$ cat src/rtl/qpll_seq_pkg.sv
// Shared definitions for the QPLL bring-up sequencer: state encoding,
// retry counter width and the state-to-pin decode table.
package qpll_seq_pkg;

    localparam int RETRY_W = 4;

    typedef enum logic [2:0] {
        ST_IDLE      = 3'd0,
        ST_PWRDN     = 3'd1,
        ST_RESET     = 3'd2,
        ST_WAIT_LOCK = 3'd3,
        ST_READY     = 3'd4,
        ST_FAIL      = 3'd5
    } state_t;

    typedef struct packed {
        logic pd;
        logic reset;
        logic lock_en;
        logic ready;
        logic fail;
    } qpll_out_t;

    // Pin levels for each state; unlisted states park the QPLL powered down.
    function automatic qpll_out_t decode_out(input state_t s);
        qpll_out_t o;
        o = '{pd: 1'b1, reset: 1'b1, lock_en: 1'b0, ready: 1'b0, fail: 1'b0};
        case (s)
            ST_RESET:     o = '{pd: 1'b0, reset: 1'b1, lock_en: 1'b1, ready: 1'b0, fail: 1'b0};
            ST_WAIT_LOCK: o = '{pd: 1'b0, reset: 1'b0, lock_en: 1'b1, ready: 1'b0, fail: 1'b0};
            ST_READY:     o = '{pd: 1'b0, reset: 1'b0, lock_en: 1'b1, ready: 1'b1, fail: 1'b0};
            ST_FAIL:      o = '{pd: 1'b1, reset: 1'b1, lock_en: 1'b0, ready: 1'b0, fail: 1'b1};
            default:      o = '{pd: 1'b1, reset: 1'b1, lock_en: 1'b0, ready: 1'b0, fail: 1'b0};
        endcase
        return o;
    endfunction

endpackage

$ cat src/rtl/sync_2ff.sv
// Two-flop synchronizer for level signals crossing into the clk domain.
module sync_2ff #(
    parameter int WIDTH = 1
) (
    input  logic             clk,
    input  logic             rst,
    input  logic [WIDTH-1:0] d,
    output logic [WIDTH-1:0] q
);

    logic [WIDTH-1:0] meta;

    always_ff @(posedge clk) begin
        if (rst) begin
            meta <= '0;
            q    <= '0;
        end else begin
            meta <= d;
            q    <= meta;
        end
    end

endmodule

$ cat src/rtl/qpll_bringup_ctrl.sv
// Power-up/reset sequencer for a GTXE2_COMMON QPLL: waits for the fabric PLL,
// cycles QPLLPD/QPLLRESET, waits for QPLLLOCK with retries, reports ready/fail.
module qpll_bringup_ctrl
    import qpll_seq_pkg::*;
#(
    parameter int PD_CYCLES    = 500,
    parameter int RST_CYCLES   = 16,
    parameter int LOCK_TIMEOUT = 200000,
    parameter int MAX_RETRIES  = 3,
    parameter int CNT_W        = 18
) (
    input  logic               clk,
    input  logic               rst,
    input  logic               pll_locked,
    input  logic               qpll_lock,
    input  logic               qpll_refclk_lost,
    input  logic               restart,
    output logic               qpll_pd,
    output logic               qpll_reset,
    output logic               qpll_lock_en,
    output logic               ready,
    output logic               fail,
    output logic [RETRY_W-1:0] retry_cnt,
    output logic [2:0]         state
);

    localparam logic [CNT_W-1:0]   PD_LAST   = CNT_W'(PD_CYCLES - 1);
    localparam logic [CNT_W-1:0]   RST_LAST  = CNT_W'(RST_CYCLES - 1);
    localparam logic [CNT_W-1:0]   TO_LAST   = CNT_W'(LOCK_TIMEOUT - 1);
    localparam logic [RETRY_W-1:0] RETRY_MAX = RETRY_W'(MAX_RETRIES);

    logic [2:0] sync_q;
    logic       pll_s;
    logic       lock_s;
    logic       refclk_lost_s;

    sync_2ff #(.WIDTH(3)) u_sync (
        .clk (clk),
        .rst (rst),
        .d   ({qpll_refclk_lost, qpll_lock, pll_locked}),
        .q   (sync_q)
    );

    assign pll_s         = sync_q[0];
    assign lock_s        = sync_q[1];
    assign refclk_lost_s = sync_q[2];

    state_t             state_q, state_d;
    logic [CNT_W-1:0]   cnt_q, cnt_d;
    logic [RETRY_W-1:0] retry_q, retry_d, retry_inc;
    qpll_out_t          out_q;

    assign retry_inc = (retry_q == '1) ? retry_q : retry_q + RETRY_W'(1);

    always_comb begin
        state_d = state_q;
        retry_d = retry_q;
        // A restart pulse always clears the attempt history, even when a
        // simultaneous PLL loss is what actually steers the state to IDLE.
        if (restart) begin
            retry_d = '0;
        end
        if (!pll_s && state_q != ST_IDLE && state_q != ST_FAIL) begin
            state_d = ST_IDLE;
        end else if (restart) begin
            state_d = ST_IDLE;
        end else begin
            case (state_q)
                ST_IDLE: begin
                    if (pll_s) state_d = ST_PWRDN;
                end
                ST_PWRDN: begin
                    if (cnt_q == PD_LAST) state_d = ST_RESET;
                end
                ST_RESET: begin
                    if (cnt_q == RST_LAST) state_d = ST_WAIT_LOCK;
                end
                ST_WAIT_LOCK: begin
                    if (lock_s) begin
                        state_d = ST_READY;
                    end else if (cnt_q == TO_LAST) begin
                        retry_d = retry_inc;
                        state_d = (retry_inc > RETRY_MAX) ? ST_FAIL : ST_PWRDN;
                    end
                end
                ST_READY: begin
                    if (!lock_s || refclk_lost_s) state_d = ST_PWRDN;
                end
                ST_FAIL: begin
                    state_d = ST_FAIL;
                end
                default: begin
                    state_d = ST_IDLE;
                end
            endcase
        end

        // Only the timed phases count; the counter restarts on every entry.
        cnt_d = '0;
        if (state_d == state_q &&
            (state_q == ST_PWRDN || state_q == ST_RESET || state_q == ST_WAIT_LOCK)) begin
            cnt_d = cnt_q + CNT_W'(1);
        end
    end

    // Pins are decoded from the next state so they change with the state register.
    always_ff @(posedge clk) begin
        if (rst) begin
            state_q <= ST_IDLE;
            cnt_q   <= '0;
            retry_q <= '0;
            out_q   <= decode_out(ST_IDLE);
        end else begin
            state_q <= state_d;
            cnt_q   <= cnt_d;
            retry_q <= retry_d;
            out_q   <= decode_out(state_d);
        end
    end

    assign qpll_pd      = out_q.pd;
    assign qpll_reset   = out_q.reset;
    assign qpll_lock_en = out_q.lock_en;
    assign ready        = out_q.ready;
    assign fail         = out_q.fail;
    assign retry_cnt    = retry_q;
    assign state        = state_q;

endmodule

$ cat config.mk
export PLATFORM = sky130hd
export DESIGN_NAME = qpll_bringup_ctrl
export DESIGN_NICKNAME = d
export VERILOG_FILES = /design/src/rtl/qpll_seq_pkg.sv /design/src/rtl/sync_2ff.sv /design/src/rtl/qpll_bringup_ctrl.sv
export SDC_FILE = /design/constraint.sdc
export NUM_CORES = 1
export LEC_CHECK = 0
export ABC_AREA = 1
export CAP_MARGIN = 10
export CELL_PAD_IN_SITES_DETAIL_PLACEMENT = 0
export CELL_PAD_IN_SITES_GLOBAL_PLACEMENT = 1
export CORE_AREA = 2 2 73 75
export CTS_CLUSTER_DIAMETER = 80
export DETAILED_ROUTE_END_ITERATION = 12
export DIE_AREA = 0 0 75 77
export PLACE_DENSITY_LB_ADDON = 0.05
export SYNTH_ARGS = -nofsm -noshare
export SYNTH_HDL_FRONTEND = slang
export SYNTH_SLANG_ARGS = --single-unit
$ cat constraint.sdc
create_clock -name clk -period 4.69 [get_ports clk]
set_input_delay 1.407 -clock clk [delete_from_list [all_inputs] [get_ports clk]]
set_output_delay 1.407 -clock clk [all_outputs]
set_load 0.05 [all_outputs]
==> impl_metrics.yaml <==
outcome:
  outcome: "finished clean"
finish:
  final_nets: 287
  multi_input_area_sq_um: 940
  fillers: 533
  layout_commonest_cell: "nand2_1"
  ff_latch_area_sq_um: 721
  diodes: 0
  finish.utilization: 0.445
  mostFrequentLayoutCells: "nand2_1, inv_1, nor2_1"
  drive_gt1_frac: 0.150
  area_delta_synth_final_pct: 20.0
clock_tree:
  h-tree-depth: 2
  cts_hold_buf: 0
  post_cts_resized: 0
  clockBufferDepth: 2
  clock_latency_ps: 290
  cts_setup_buffers: 0
  clkTransAtPathRegs_ps: 70
  cts_sinks: 36
  numCtsBuffers: 5
  cts_tree: "yes"
  ctsRootBufferMaster: "clkbuf_8"
floorplan:
  ios: 18
  die_x_um: 75
  die-area_sq_um: 5780
  initial_core_util: 0.371
  die_h_um: 77
  core_area_sq_um: 4980
  rows: 26
worst_hold_path:
  hp-start: "u_sync.meta[1]$_SDFF_PP0_"
  worstHoldPathCells: 2
  min_path_type: "reg2reg"
  min_to: "u_sync.q[1]$_SDFF_PP0_"
power:
  power_density_nw_per_um2: 285
  vdd_drop_max_uv: 193
  power_uw: 633
  leakagePower_nw: 0.894
critical_path:
  cp_slowest_stage_delay_ps: 840
  start_kind: "register"
  cp_max_fo: 5
  reg2reg_slack_ps: 2750
  path_delay_family: "buffers and inverters"
  timing.rr.start: "cnt_q[0]$_SDFF_PP0_"
  critPathRequiredTime_ps: 3280
  reg2reg_depth: 8
  crit_chain: "clkdlybuf4s50_1"
  crit_path_top_delay_cell: "clkdlybuf4s50_1"
  crit_type: "reg2out"
  crit_buf_inv: 1
  endpoint_kind: "primary output"
  crit_arrival_ps: 1560
sta:
  max_freq_mhz: 337
  finalHoldViolCount: 0
  fin_crit_ps: 2970
  worst_pin_slew_ps: 498
  setup_viol: 0
  maxSlewViolCount: 0
  skew_ps: 4.04
  rsz0062_at_grt: "no"
  relSlewSlack: 0.667
  finalCritPeriodShare: 0.633
  fin_hold_ws_ps: 402
  setup_tns_ps: 0
placement:
  port_buffers: 17
  gp_congestion: 0.779
  dp_hpwl_mm: 2.65
routing:
  drtIter0Drc: 37
  via_per_inst: 4.27
  routedWlPerCell_um: 9.93
  ant_nets: 0
  route.detailed.drc: 0
  num_vias: 1494
  wirelength_mm: 3.48
  dr.pass1.iters: 4
global_route:
  track_usage: 0.134
  antenna_found_initial: 0
  grt_pass1_vias: 1373
  grt_max_degree: 19
  grt_pass1_wl_mm: 6.00
  grt.overflow.total: 0
logic_synthesis:
  synth_top_area_share: 0.390
  ys_warn_count: 0
  ys_seq_area_frac: 0.390
  syn_area_sq_um: 1850
  ys_ff_latch: 36
  syn_avg_cell_area_sq_um: 7.19
  synth_area_leaders: "dfxtp_1, nand2_1, inv_1"
  synth_nets: 265
  synth_cell_types: 27
  synth_largest_area_cell: "dfxtp_1"
  synth_cells: 257
flow_run:
  max_cap_viol_count: 0
Yosys cell counts:
master	count
nor3_1	9
nand2_4	1
inv_2	4
nand4_1	4
nor2_1	38
nor3_4	1
nor2_4	3
clkbuf_1	1
nand2_1	47
xor2_1	11
dfxtp_1	36
xnor2_1	4
nand2_2	5
o22ai_1	1
a21oi_1	7
o31a_1	1
o211ai_1	1
inv_1	42
ha_1	2
or2_2	2
nand3_2	5
nand3_1	13
nor2_2	11
nor3_2	2
o21ai_0	4
a211oi_1	1
buf_6	1
layout make-up:
| class | count | share of cell area |
|---|---|---|
| well taps | 70 | 0.0395 |
| clock inverters | 1 | 0.0135 |
| flip-flops and latches | 36 | 0.325 |
| repair buffers | 17 | 0.0767 |
| clock buffers | 7 | 0.0435 |
| inverters | 46 | 0.0779 |
| multi-input cells | 173 | 0.424 |
registers in the layout, indices dropped and copies added, names as in the netlist, named ones only:
signal,count
cnt_q,18
qpll_reset,1
state,3
u_sync.q,3
qpll_lock_en,1
fail,1
retry_cnt,3
ready,1
u_sync.meta,3
qpll_pd,1
metal layers:
metal	vias to the layer above	global-route usage	wire length, um
li1	830	-	-
met1	642	0.178	1740
met2	15	0.201	1580
met3	7	0.0394	100
met4	0	0.0536	56
met5	-	0	0
per-stage QoR:
step	area (sq um)	std cells	setup WS, ps
after global routing	2220	350	1670
after CTS	2220	350	1710
after global placement	2090	342	1750
final	2220	350	1720
after floorplan	1850	257	2340
after detailed placement	2090	342	1690
where the power goes:
part	internal (mW)	total (mW)	switching (mW)
logic	0.00799	0.0205	0.0125
clock network	0.188	0.303	0.115
registers	0.308	0.309	0.000990
total	0.504	0.633	0.129
worst max-delay path by stage:
stage,slack [ps],to,from,cells after the start
after CTS,1710,state[1],state[1]$_SDFF_PP0_,1
after floorplan,2340,cnt_q[15]$_SDFF_PP0_,restart,9
final,1720,state[1],state[1]$_SDFF_PP0_,1
after detailed placement,1690,cnt_q[8]$_SDFF_PP0_,restart,9
after global routing,1670,state[1],state[1]$_SDFF_PP0_,1
after global placement,1750,cnt_q[9]$_SDFF_PP0_,restart,9
cells by family after synthesis:
| family | count (synthesis) | synth area share |
|---|---|---|
| buffers and inverters | 48 | 0.102 |
| flip-flops | 36 | 0.390 |
| adder cells (fa/ha/maj) | 2 | 0.0135 |
| AO/OA/AOI/OAI | 15 | 0.0460 |
| XOR/XNOR | 15 | 0.0711 |
| AND/OR/NAND/NOR | 141 | 0.378 |
Note: power is estimated with default switching activity, not from simulation.
